$ cat config.mk
export PLATFORM = sky130hd
export DESIGN_NAME = sio_uart_rx
export DESIGN_NICKNAME = d
export VERILOG_FILES = /design/src/rtl/sio_uart_rx.sv
export SDC_FILE = /design/constraint.sdc
export NUM_CORES = 1
export LEC_CHECK = 0
export ABC_AREA = 1
export CELL_PAD_IN_SITES_DETAIL_PLACEMENT = 1
export CELL_PAD_IN_SITES_GLOBAL_PLACEMENT = 1
export CORE_MARGIN = 2
export CORE_UTILIZATION = 37
export DETAILED_ROUTE_END_ITERATION = 12
export MAX_ROUTING_LAYER = met4
export PLACE_DENSITY = 0.82
export SLEW_MARGIN = 40
export SYNTH_ARGS = -nofsm -noshare
export SYNTH_HDL_FRONTEND = slang
export SYNTH_SLANG_ARGS = --single-unit
$ cat constraint.sdc
create_clock -name clk -period 1.65 [get_ports clk]
set_clock_uncertainty 0.15 [all_clocks]
set_input_delay 0.33 -clock clk [delete_from_list [all_inputs] [get_ports clk]]
set_output_delay 0.33 -clock clk [all_outputs]
set_load 0.1 [all_outputs]
$ cat src/rtl/sio_uart_rx.sv
// 8N1 UART receiver, 16x oversampled, with a valid/ready holding register and sticky error flags.
// Optional even-parity bit (8E1) when SIO_UART_RX_PARITY_EN is defined.
module sio_uart_rx #(
  parameter int SAMPLE_DIV = 326,
  parameter int OVS        = 16
) (
  input  logic       clk,
  input  logic       n_rst,
  input  logic       rxd,
  output logic [7:0] rx_data,
  output logic       rx_valid,
  input  logic       rx_ready,
  output logic       frame_err,
  output logic       overrun,
  input  logic       err_clr,
`ifdef SIO_UART_RX_PARITY_EN
  output logic       parity_err,
`endif
  output logic       busy
);

  localparam int DW = (SAMPLE_DIV > 2) ? $clog2(SAMPLE_DIV) : 1;
  localparam int PW = $clog2(OVS);
  localparam logic [DW-1:0] DIV_LAST = DW'(SAMPLE_DIV - 1);
  localparam logic [PW-1:0] PH_MID   = PW'(OVS / 2 - 1);
  localparam logic [PW-1:0] PH_LAST  = PW'(OVS - 1);

  typedef enum logic [2:0] {
    S_IDLE, S_START, S_DATA, S_PARITY, S_STOP, S_BREAK
  } state_t;

  state_t          state_q, state_d;
  logic            rxd_meta_q, rxs_q;
  logic [DW-1:0]   div_q, div_d;
  logic [PW-1:0]   phase_q, phase_d;
  logic [2:0]      bit_q, bit_d;
  logic [7:0]      shift_q, shift_d;
  logic [7:0]      rx_data_q, rx_data_d;
  logic            rx_valid_q, rx_valid_d;
  logic            frame_err_q, frame_err_d;
  logic            overrun_q, overrun_d;
  logic            tick, at_mid, at_last, deliver, stop_bad;

  assign tick    = (div_q == DIV_LAST);
  assign at_mid  = tick && (phase_q == PH_MID);
  assign at_last = tick && (phase_q == PH_LAST);
  assign deliver  = (state_q == S_STOP) && at_last && rxs_q;
  assign stop_bad = (state_q == S_STOP) && at_last && !rxs_q;

  // State register
  always_ff @(posedge clk) begin
    if (!n_rst) state_q <= S_IDLE;
    else        state_q <= state_d;
  end

  // Next-state logic; every transition is qualified by a tick
  always_comb begin
    state_d = state_q;
    case (state_q)
      S_IDLE:   if (tick && !rxs_q) state_d = S_START;
      S_START:  if (at_mid) state_d = rxs_q ? S_IDLE : S_DATA;
`ifdef SIO_UART_RX_PARITY_EN
      S_DATA:   if (at_last && bit_q == 3'd7) state_d = S_PARITY;
      S_PARITY: if (at_last) state_d = S_STOP;
`else
      S_DATA:   if (at_last && bit_q == 3'd7) state_d = S_STOP;
`endif
      S_STOP:   if (at_last) state_d = rxs_q ? S_IDLE : S_BREAK;
      S_BREAK:  if (tick && rxs_q) state_d = S_IDLE;
      default:  state_d = S_IDLE;
    endcase
  end

  // Output logic
  always_comb begin
    busy = (state_q != S_IDLE);
  end

  always_comb begin
    div_d = tick ? '0 : div_q + DW'(1);

    phase_d = phase_q;
    if (tick) begin
      if (state_q == S_IDLE || state_q == S_BREAK || state_d != state_q || phase_q == PH_LAST)
        phase_d = '0;
      else
        phase_d = phase_q + PW'(1);
    end

    bit_d   = (state_q == S_START) ? 3'd0 : bit_q;
    shift_d = shift_q;
    if (state_q == S_DATA && at_last) begin
      bit_d   = bit_q + 3'd1;
      shift_d = {rxs_q, shift_q[7:1]};
    end

    rx_data_d  = rx_data_q;
    rx_valid_d = rx_valid_q && !rx_ready;
    overrun_d  = overrun_q && !err_clr;
    frame_err_d = frame_err_q && !err_clr;
    // A byte landing while the holder is full and not being read is dropped
    if (deliver) begin
      if (!rx_valid_q || rx_ready) begin
        rx_data_d  = shift_q;
        rx_valid_d = 1'b1;
      end else begin
        overrun_d = 1'b1;
      end
    end
    if (stop_bad) frame_err_d = 1'b1;
  end

  always_ff @(posedge clk) begin
    if (!n_rst) begin
      rxd_meta_q  <= 1'b1;
      rxs_q       <= 1'b1;
      div_q       <= '0;
      phase_q     <= '0;
      bit_q       <= '0;
      shift_q     <= '0;
      rx_data_q   <= '0;
      rx_valid_q  <= 1'b0;
      frame_err_q <= 1'b0;
      overrun_q   <= 1'b0;
    end else begin
      rxd_meta_q  <= rxd;
      rxs_q       <= rxd_meta_q;
      div_q       <= div_d;
      phase_q     <= phase_d;
      bit_q       <= bit_d;
      shift_q     <= shift_d;
      rx_data_q   <= rx_data_d;
      rx_valid_q  <= rx_valid_d;
      frame_err_q <= frame_err_d;
      overrun_q   <= overrun_d;
    end
  end

`ifdef SIO_UART_RX_PARITY_EN
  logic parity_err_q, parity_err_d;

  // Even parity: data ones plus the parity bit must be even
  always_comb begin
    parity_err_d = parity_err_q && !err_clr;
    if (state_q == S_PARITY && at_last && ((^shift_q) ^ rxs_q)) parity_err_d = 1'b1;
  end

  always_ff @(posedge clk) begin
    if (!n_rst) parity_err_q <= 1'b0;
    else        parity_err_q <= parity_err_d;
  end

  assign parity_err = parity_err_q;
`endif

  assign rx_data   = rx_data_q;
  assign rx_valid  = rx_valid_q;
  assign frame_err = frame_err_q;
  assign overrun   = overrun_q;

endmodule

== Word-level counts from Yosys, hierarchy flattened ==
Index checks and enable logic that the tools add are counted.
Word-level totals
  output and inout port bits: 12
  logic and storage cells: 65
  input bits: 5
  register bits after elaboration: 40
Cells by class
  bitwise gates (word level): 1
  $add $sub $neg: 3
  equality and inequality tests: 9
  reduce and logical (&&, ||, !) cells: 25
  mux-type cells: 16
Operators with widths (count)
  2-to-1 mux 3 bit: 8
  case mux 3 bit (5 select lines): 1
  logical AND 1 bit: 12
  adder 9 x 1 -> 9 bit (second input constant): 1
  == test 3 bit (second input constant): 3
  == test 9 bit (second input constant): 1
  2-to-1 mux 1 bit: 5
  adder 4 x 1 -> 4 bit (second input constant): 1
  == test 4 x 3 -> 1 bit (second input constant): 1
  == test 4 bit (second input constant): 1
  zero test 1 bit: 4
  logical OR 1 bit: 4
  2-to-1 mux 4 bit: 1
  adder 3 x 1 -> 3 bit (second input constant): 1
  == test 3 x 1 -> 1 bit (second input constant): 1
  == test 3 x 2 -> 1 bit (second input constant): 1
  zero test 3 bit: 1
  inequality test 3 bit: 1
  nonzero test 3 bit: 1
  2-to-1 mux 2 bit: 1
  AND reduction 2 bit: 1
  nonzero test 2 bit: 1
  OR reduction 2 bit: 1
  inverter 1 bit: 1

== Depth between registers and ports, before layout ==
Gate-level depths: netlist of run 1.
  depth after elaboration: 9
  depth in mapped cells: 13
  mapped depth without buffers: 13

== Least setup slack after synthesis of run 1 ==
OpenSTA, ideal clock, no wires.
  kind: register to register
  start: register state_q[0]
  end: register phase_q[2]
  data arrival time: 1.845 ns
  clock period less this slack: 2.060 ns
  stages on the path, launching flop included: 11
  setup slack: -0.410 ns
  required time: 1.436 ns
  setup time: 0.064 ns
  buffers on the path: 0
  cells stage by stage: dfxtp_1 inv_2 nand2_1 nor2_1 inv_1 nand3_1 a41oi_1 nand2_1 nor2_2 nor2_2 nor2_1
Between the ends
  longest elaborated chain between the ends: 6
  elaborated cells on any way between the ends: 16
  those cells by class: 5 x eq/ne; 7 x mux; 4 x reduce/logical
Ends and longest elaborated chain
  start: declaration: RTL line 32  | state_t state_q, state_d;
  start signal: assignment: RTL line 53  | else state_q <= state_d;
  == test 3 bit, or another cell as far along: RTL line 59, 84
  case mux 3 bit (5 select lines): RTL line 59  | case (state_q)
  inequality test 3 bit: RTL line 84  | if (state_q == S_IDLE || state_q == S_BREAK || state_d != state_q || phase_q == PH_LAST)
  logical OR 1 bit * (2 in series): RTL line 84
  2-to-1 mux 4 bit *: RTL line 84
  end signal: assignment: RTL line 129  | phase_q <= phase_d;
  end: declaration: RTL line 35  | logic [PW-1:0] phase_q, phase_d;
Every way passes the cells marked *; elsewhere a longest branch is shown, timed or not.
A chain may end at the register's enable or synchronous reset.

== Worst setup path in the final report of run 1 ==
  start: register div_q[1]
  end: register phase_q[2]
Between the ends
  longest elaborated chain between the ends: 9
  elaborated cells on any way between the ends: 16
  those cells by class: 2 x eq/ne; 7 x mux; 7 x reduce/logical
Ends and longest elaborated chain
  start: declaration: RTL line 34  | logic [DW-1:0] div_q, div_d;
  start signal: assignment: RTL line 128  | div_q <= div_d;
  == test 9 bit *: RTL line 44  | assign tick = (div_q == DIV_LAST);
  logical AND 1 bit: RTL line 46  | assign at_last = tick && (phase_q == PH_LAST);
  logical AND 1 bit: RTL line 66  | S_DATA: if (at_last && bit_q == 3'd7) state_d = S_STOP;
  2-to-1 mux 3 bit: RTL line 66
  case mux 3 bit (5 select lines): RTL line 59
  inequality test 3 bit: RTL line 84
  logical OR 1 bit (2 in series): RTL line 84
  2-to-1 mux 4 bit: RTL line 84
Marks and branches as above.

==> results of run 1 <==
[report_power, final]
group / total [mW] / switching [mW] / internal [mW]
clock network: 0.967 / 0.371 / 0.596
logic: 0.103 / 0.0572 / 0.0456
registers: 0.978 / 0.00836 / 0.970
[worst max path at each step]
stage | end
finish | phase_q[2]$_SDFFE_PN0N_
global route | phase_q[1]$_SDFFE_PN0N_
CTS | phase_q[0]$_SDFFE_PN0N_
detailed placement | phase_q[2]$_SDFFE_PN0N_
global placement | phase_q[2]$_SDFFE_PN0N_
floorplan | phase_q[2]$_SDFFE_PN0N_
[worst max-delay path: cells and delay by family (launching register included)]
family	cells	cell delay (ns)
and+or+nand+nor	5	0.62
buffers and inverters	4	0.48
DFF	1	0.34
AOI/OAI and AO/OA	1	0.15
adders and majority gates	1	0.14
[registers in the layout (all words and copies together) (netlist names)]
name	count
bit_q	3
div_q	9
frame_err	1
overrun	1
phase_q	4
rx_data	8
rx_valid	1
rxd_meta_q	1
rxs_q	1
shift_q	8
state_q	3
[metrics by stage]
stage	setup TNS [ns]	hold WS (ns)	setup WS [ns]
3_3_place_gp	-2.47	0.257	-0.232
5_1_grt	-8.64	0.307	-0.397
4_1_cts	-3.62	0.294	-0.207
2_1_floorplan	-0.693	0.243	-0.197
3_5_place_dp	-3.95	0.272	-0.303
6_report	-5.92	0.293	-0.289
[cells in the final DEF (no fill, tap or decap), types with 4 or more instances in the layout]
master / instances
nor3_2: 4
o21ai_1: 9
inv_2: 8
nor2_1: 26
clkbuf_8: 5
buf_4: 40
a21oi_2: 11
nor2_4: 8
a21oi_1: 10
dfxtp_1: 33
clkdlybuf4s50_1: 4
nand2_1: 21
nand3_2: 10
nand3_1: 5
buf_6: 10
nand4_1: 4
buf_12: 12
o21ai_0: 6
nand2_2: 8
dfxtp_2: 4
nand2_4: 4
nor2_2: 6
inv_1: 22
[repair_timing]
item,4_1_cts,5_1_grt
pin swaps,11,24
gates resized for setup,32,64
gates cloned,0,1
endpoints found under the setup margin,29,39
setup buffers,8,7
[logic make-up (layout without fill, tap and decap cells)]
family          after synthesis  count (layout)  synth area share
flops                        40              40             0.443
simple gates                108             109             0.309
fa+ha+maj                     5               5            0.0346
compound gates               43              43             0.126
buf+inv                      41             109            0.0878
[layer usage]
layer	share of wire	vias to the layer above	wire length [µm]
met4	0.045	0	311
met2	0.53	40	3680
met1	0.40	976	2770
li1	-	912	-
met5	0	-	0
met3	0.027	34	186
[area by class of cell]
cell class / count / area (µm²)
well taps: 67 / 83.8
flip-flops and latches: 40 / 817
repair buffers: 66 / 693
clock buffers: 5 / 68.8
fillers: 545 / 1730
inverters: 36 / 156
clock inverters: 2 / 60.1
multi-input cells: 157 / 1120
==> results.yml, run 1 <==
route:
  wire_per_inst_um: 18.6
  viasPerCell: 5.26
  first_pass_iters: 4
  ant_nets: 0
  wl_um: 6950
  drcViolationCount: 0
  drt_iter0_drc: 91
  vias: 1962
worst_setup_path:
  crit_fanout: 5
  arrival_ns: 2.02
  cp-end-kind: "flop"
  r2r_end: "phase_q[2]$_SDFFE_PN0N_"
  r2r_cells: 11
  critical_path_class: "flop to flop"
  cp_slowest_stage_delay_ns: 0.34
  reg2reg_slack_ns: -0.29
  crit_chain: "inv_2 > ha_4 > nand2_4 > nor2_4 > nand2_4 > buf_6 > buf_4 > buf_4 > nor2_1 > o221ai_1 > nor2_1"
  cp_slowest_cell: "dfxtp_2"
  startpoint_type: "flop"
  crit_required_ns: 1.73
  rr_startpoint: "div_q[1]$_SDFF_PP0_"
  crit_start: "div_q[1]$_SDFF_PP0_"
synth:
  ys_warn_count: 0
  ys_seq_area_frac: 0.443
  synth_top_cell_area_share: 0.443
  yosysTopAreaCell: "dfxtp_1"
  post-synth-top-count-cell: "dfxtp_1"
  synth-edff-count: 0
  ys_types: 31
  netlist_top_cells_count: "dfxtp_1, nor2_1, inv_1, nand2_1, a21oi_1"
  syn_area_um2: 1810
  synth.area.top_cells: "dfxtp_1, nor2_1, inv_1, nand2_1, a21oi_1"
  synthesis.nets: 247
  syn_area_per_cell_um2: 7.63
  synth_ff_type: "dfxtp_1"
  async_flop_share: 0
  synth_seq_cells: 40
  syn_inst: 237
grt:
  grt_use_met1: 0.265
  use_met3: 0.0453
  grt_max_degree: 19
  groute.usage.overall: 0.253
  busiest_layer: "met2"
  grt_pass1_vias: 2113
  antenna_found_initial: 0
  grt_pass1_wl_um: 10100
  overflow: 0
  grtUsageMet2: 0.465
timing:
  period_share: 1.18
  setup-violations-final: 32
  fmax_ghz: 0.516
  drv_slew: 0
  rsz0062_at_grt: "true"
  period_minus_slack_ns: 1.94
  fin_ws_ns: -0.289
  slew_headroom: 0.607
  hold_violations: 0
  worst_pin_slew_ns: 0.586
floorplan:
  die_area_um2: 5460
  floorplan.initialDensity: 0.383
  rows: 25
  core_area_um2: 4720
  die_w_um: 73.9
  num_io_pins: 17
  die_h_um: 73.9
hold_path:
  holdPathStages: 1
  worstHoldPathType: "flop to flop"
  whs_endpoint: "rxs_q$_SDFF_PN1_"
  hp-start: "rxd_meta_q$_SDFF_PN1_"
cts:
  cts_tree: "built"
  cts.sinks: 40
  numCtsBuffers: 5
  cts-root-buf: "clkbuf_8"
  htreeDepth: 2
  cts_buffer_depth: 2
  clk_latency_ns: 0.31
  cts_hold_buf: 0
  cts.clk_slew.worst_paths_ns: 0.08
finish:
  syn_to_final_growth_pct: 65.6
  design_area_um2: 3000
  fin_nets: 316
  fin_cells: 373
  drive_above_1_share: 0.513
  diodes: 0
  utilization: 0.634
flow_run:
  maxCapViolCount: 0
power_and_ir_drop:
  finalPower_mw: 2.05
  peakVddDrop_mv: 0.498
  p_per_area_nw_per_um2: 684
  leakagePower_nw: 1.26
placement:
  dp.cells: 353
  gp_congestion: 0.897
  place_area_um2: 2460
  io_buffers: 16
  dpl.hpwl_um: 3810
run_status:
  outcome: "finished, violations left"
  violations: "negative setup slack"
Note: power is estimated with default switching activity, not from simulation.
==> inputs of run 2 (changes only) <==
Settings changed: SKIP_LAST_GASP set to 1, TNS_END_PERCENT set to 50.
==> run 2 against run 1 <==
  * The run still ends with negative setup slack left
  * Hold slack worse by 0.0041 ns
  * Via count fell by 3.3%
  * Count of clock-buffer cells in the layout is the same
  * Cell count down 0.80%
  * Critical endpoint is now phase_q[3]$_SDFFE_PN0N_
  * Largest power group unchanged
==> results.yml, run 2 (synthesized netlist as in run 1, its figures left out) <==
timing:
  worst_pin_slew_ns: 0.555
  holdWs_ns: 0.289
  slew_headroom: 0.628
  drv_slew: 0
  period_share: 1.22
  hold_violations: 0
  period_minus_slack_ns: 2.02
  fmax_ghz: 0.495
  fin_ws_ns: -0.370
  fin_tns_setup_ns: -6.61
  setup-violations-final: 31
  rsz0062_at_grt: "true"
grt:
  grt_pass1_wl_um: 9760
  grt_max_degree: 19
  grt_pass1_vias: 2055
  groute.usage.overall: 0.243
  overflow: 0
  antenna_found_initial: 0
route:
  drt_iter0_drc: 81
  first_pass_iters: 4
  vias: 1898
  ant_nets: 0
  viasPerCell: 5.13
  drcViolationCount: 0
  wire_per_inst_um: 18.2
  wl_um: 6720
finish:
  diodes: 0
  syn_to_final_growth_pct: 63.1
  largest_register_ffs: 9
  final_common_cell: "buf_4"
  drive_above_1_share: 0.488
  fin_nets: 313
  final_cell_mix: "buf_4, dfxtp_1, nor2_1, inv_1, nand2_1"
  design_area_um2: 2950
  top_register: "div_q"
worst_setup_path:
  reg2reg_slack_ns: -0.37
  cp-end-kind: "flop"
  critical_path_class: "flop to flop"
  startpoint_type: "flop"
  crit_required_ns: 1.68
  crit_fanout: 3
  arrival_ns: 2.05
placement:
  gp_congestion: 0.897
  io_buffers: 16
  dpl.hpwl_um: 3810
  place_area_um2: 2460
floorplan:
  die_w_um: 73.9
  rows: 25
  die_area_um2: 5460
  die_h_um: 73.9
  floorplan.initialDensity: 0.383
  num_io_pins: 17
  core_area_um2: 4720
power_and_ir_drop:
  p_int_mw: 1.62
  power.share.sequential: 0.479
  clkPwrFrac: 0.471
  peakVddDrop_mv: 0.486
  p_sw_frac: 0.211
  switching_power_mw: 0.433
  p_per_area_nw_per_um2: 694
  leakagePower_nw: 1.21
  pwr-share-comb: 0.050
cts:
  numCtsBuffers: 5
  cts_buffer_depth: 2
  cts_hold_buf: 0
  cts-root-buf: "clkbuf_8"
  cts.sinks: 40
  cts.clk_slew.worst_paths_ns: 0.08
  clk_latency_ns: 0.30
  cts_tree: "built"
  htreeDepth: 2
flow_run:
  maxCapViolCount: 0
hold_path:
  worstHoldPathType: "flop to flop"
run_status:
  outcome: "finished, violations left"
  violations: "negative setup slack"
==> run 2: area by class of cell <==
cell class	instances	area (µm²)
clock buffers	5	68.8
repair buffers	63	663
multi-input cells	157	1110
well taps	67	83.8
clock inverters	2	60.1
inverters	36	159
flip-flops and latches	40	808
fillers	545	1770
==> run 2: routing by layer <==
layer	vias up	GRT usage	part of all wire
li1	904	-	-
met5	-	-	0
met4	0	0.0768	0.020
met3	14	0.0412	0.020
met2	33	0.446	0.55
met1	947	0.262	0.41
==> run 2: per-stage QoR <==
step | instances | utilization | worst slack (ns) | power, mW
2_1_floorplan | 237 | - | -0.197 | 1.03
3_3_place_gp | 353 | 0.520 | -0.232 | 1.07
3_5_place_dp | 353 | 0.520 | -0.303 | 1.07
4_1_cts | 366 | 0.576 | -0.207 | 2.03
5_1_grt | 370 | 0.625 | -0.479 | 2.09
6_report | 370 | 0.625 | -0.370 | 2.05
==> run 2: final timing paths <==
path                           start                 endpoint  cells past startpoint
max          phase_q[0]$_SDFFE_PN0N_  phase_q[3]$_SDFFE_PN0N_                     10
min            rxd_meta_q$_SDFF_PN1_         rxs_q$_SDFF_PN1_                      1
max reg2reg  phase_q[0]$_SDFFE_PN0N_  phase_q[3]$_SDFFE_PN0N_                     10
min reg2reg    rxd_meta_q$_SDFF_PN1_         rxs_q$_SDFF_PN1_                      1
==> run 2: power groups by stage <==
stage | logic (mW) | registers (mW) | clock network (mW)
after global placement | 0.0676 | 1.00 | 0
after global routing | 0.109 | 0.981 | 1.00
final | 0.102 | 0.980 | 0.965
after CTS | 0.0798 | 0.980 | 0.975
after detailed placement | 0.0705 | 1.00 | 0
after floorplan | 0.0330 | 1.00 | 0
==> run 2: repair_timing <==
action / CTS / global route
setup endpoints to repair: 29 / 39
gates cloned: 0 / 1
setup buffers: 6 / 3
gates resized for setup: 26 / 61
pin swaps: 10 / 23
==> run 2: critical path: stages (launching register included) <==
cell     delay, ns
dfxtp_1       0.36
ha_2          0.20
nand2_2       0.10
nor2_4        0.14
nand4_1       0.25
nand2_2       0.19
nand4_1       0.18
nand3_2       0.13
nor2_4        0.05
nor2_4        0.10
nor2_1        0.06
==> inputs of run 3 (changes only) <==
Settings changed: HOLD_SLACK_MARGIN set to 0.1, PLACE_DENSITY 0.82 to unset, PLACE_DENSITY_LB_ADDON set to 0.1.
==> run 3 against run 2 <==
  * The run still ends with negative setup slack left
  * Critical path depth shrank 5
  * Setup slack gained 0.14 ns
  * First-iteration DRC count shrank 38%
  * Final area grew 2.0%
  * Sequential share of layout area shrank 0.48 points
  * Total power shrank 13%
  * Hold slack gained 0.031 ns
  * Count of clock-buffer cells in the layout grew 1
  * Routed wire length shrank 7.8%
==> results.yml, run 3 (synthesized netlist as in run 1, its figures left out) <==
worst_setup_path:
  critical_path_class: "flop to output pin"
  cp_slowest_stage_delay_ns: 0.35
  crit_required_ns: 1.17
  cp_slowest_cell: "dfxtp_2"
  arrival_ns: 1.40
  cp-end-kind: "output pin"
  cp_num_buf_inv: 3
  startpoint_type: "flop"
  crit_start: "state_q[2]$_SDFF_PN0_"
  rr_startpoint: "div_q[1]$_SDFF_PP0_"
  critical_path.top_delay_family: "buffers and inverters"
  crit_chain: "inv_2 > nand2_2 > nor2_4 > clkinvlp_4 > buf_12"
  crit_fanout: 4
power_and_ir_drop:
  pwr-share-comb: 0.054
  power.share.sequential: 0.548
  leakagePower_nw: 1.27
  finalPower_mw: 1.79
  p_per_area_nw_per_um2: 595
  peakVddDrop_mv: 0.424
  p_sw_frac: 0.240
  p_int_mw: 1.36
  clkPwrFrac: 0.398
  switching_power_mw: 0.430
route:
  viasPerCell: 4.98
  drt_iter0_drc: 50
  wire_per_inst_um: 16.1
  drcViolationCount: 0
  first_pass_iters: 4
  ant_nets: 0
  vias: 1914
  wl_um: 6200
finish:
  final_cell_mix: "buf_4, dfxtp_1, nor2_1, inv_1, nand2_1"
  top_register: "div_q"
  syn_to_final_growth_pct: 66.3
  fin_nets: 326
  drive_above_1_share: 0.498
  final_common_cell: "buf_4"
  largest_register_ffs: 9
  utilization: 0.637
  diodes: 0
cts:
  cts_tree: "built"
  cts_hold_buf: 0
  clk_latency_ns: 0.30
  cts-root-buf: "clkbuf_8"
  cts.sinks: 40
  numCtsBuffers: 5
  cts_buffer_depth: 2
  htreeDepth: 2
  cts.clk_slew.worst_paths_ns: 0.08
grt:
  overflow: 0
  grt_pass1_vias: 1969
  groute.usage.overall: 0.222
  grt_max_degree: 19
  grt_pass1_wl_um: 8960
  antenna_found_initial: 0
hold_path:
  hp-start: "rxd_meta_q$_SDFF_PN1_"
  worstHoldPathType: "flop to flop"
timing:
  period_minus_slack_ns: 1.88
  drv_slew: 0
  worst_pin_slew_ns: 0.413
  hold_violations: 0
  setup-violations-final: 32
  fmax_ghz: 0.532
  slew_headroom: 0.724
  period_share: 1.14
  rsz0062_at_grt: "true"
  fin_ws_ns: -0.230
placement:
  dp_slack_ns: -0.305
  gp_congestion: 0.836
  dpl.hpwl_um: 3800
  io_buffers: 16
floorplan:
  num_io_pins: 17
  die_w_um: 73.9
  rows: 25
  die_h_um: 73.9
  floorplan.initialDensity: 0.383
  core_area_um2: 4720
  die_area_um2: 5460
flow_run:
  maxCapViolCount: 0
run_status:
  violations: "negative setup slack"
  outcome: "finished, violations left"
==> run 3: per-layer routing <==
| metal | up-vias | routed length, µm | track usage |
|---|---|---|---|
| met5 | - | 0 | - |
| met1 | 929 | 2510 | 0.255 |
| li1 | 931 | - | - |
| met2 | 42 | 3320 | 0.384 |
| met4 | 0 | 121 | 0.0687 |
| met3 | 12 | 249 | 0.0480 |
==> run 3: power by group through the flow <==
stage | clock network, mW | registers [mW] | logic (mW)
after floorplan | 0 | 1.00 | 0.0330
after global placement | 0 | 1.00 | 0.0704
after detailed placement | 0 | 1.00 | 0.0733
after CTS | 0.721 | 0.981 | 0.0810
after global routing | 0.774 | 0.982 | 0.106
final | 0.711 | 0.981 | 0.0974
==> run 3: metrics by stage <==
stage,instances,instance area (µm²),hold slack (ns),setup TNS (ns)
detailed placement,359,2510,0.308,-4.53
global route,384,3010,0.337,-7.45
floorplan,237,1830,0.243,-0.693
finish,384,3010,0.320,-3.87
global placement,359,2510,0.281,-3.26
CTS,377,2790,0.328,-3.18
==> run 3: area by class of cell <==
cell class                 instances  area, µm²
sequential                        40        810
clock buffer                       6       82.6
fill                             546       1720
inverter                          36        156
multi-input combinational        157       1090
timing repair buffer              76        773
tap                               67       83.8
clock inverter                     2       15.0
==> run 3: final timing paths <==
kind / end / slack (ns) / cells after the start
worst max-delay path: busy / -0.23 / 5
worst min-delay path: rxs_q$_SDFF_PN1_ / 0.32 / 1
worst max register to register: phase_q[1]$_SDFFE_PN0N_ / -0.21 / 13
worst min register to register: rxs_q$_SDFF_PN1_ / 0.32 / 1
==> run 3: what timing repair did <==
| action | CTS | global route |
|---|---|---|
| resized for setup | 36 | 45 |
| buffers inserted | 10 | 7 |
| hold endpoints to repair | 0 | 0 |
| cloned | 0 | 1 |
| setup endpoints to repair | 31 | 39 |
| pin swaps | 13 | 21 |
==> run 3: worst register-to-register path: stages, from the launching register on <==
cell and delay, ns:
dfxtp_2 0.33, inv_2 0.06, ha_4 0.14, nand2_4 0.05
nor2_4 0.16, nand3_2 0.13, nand2_2 0.09, nand2_2 0.07
nor2_2 0.16, nand3_2 0.09, nand3_2 0.11, nor2_4 0.05
nor2_4 0.12, nor2_1 0.05
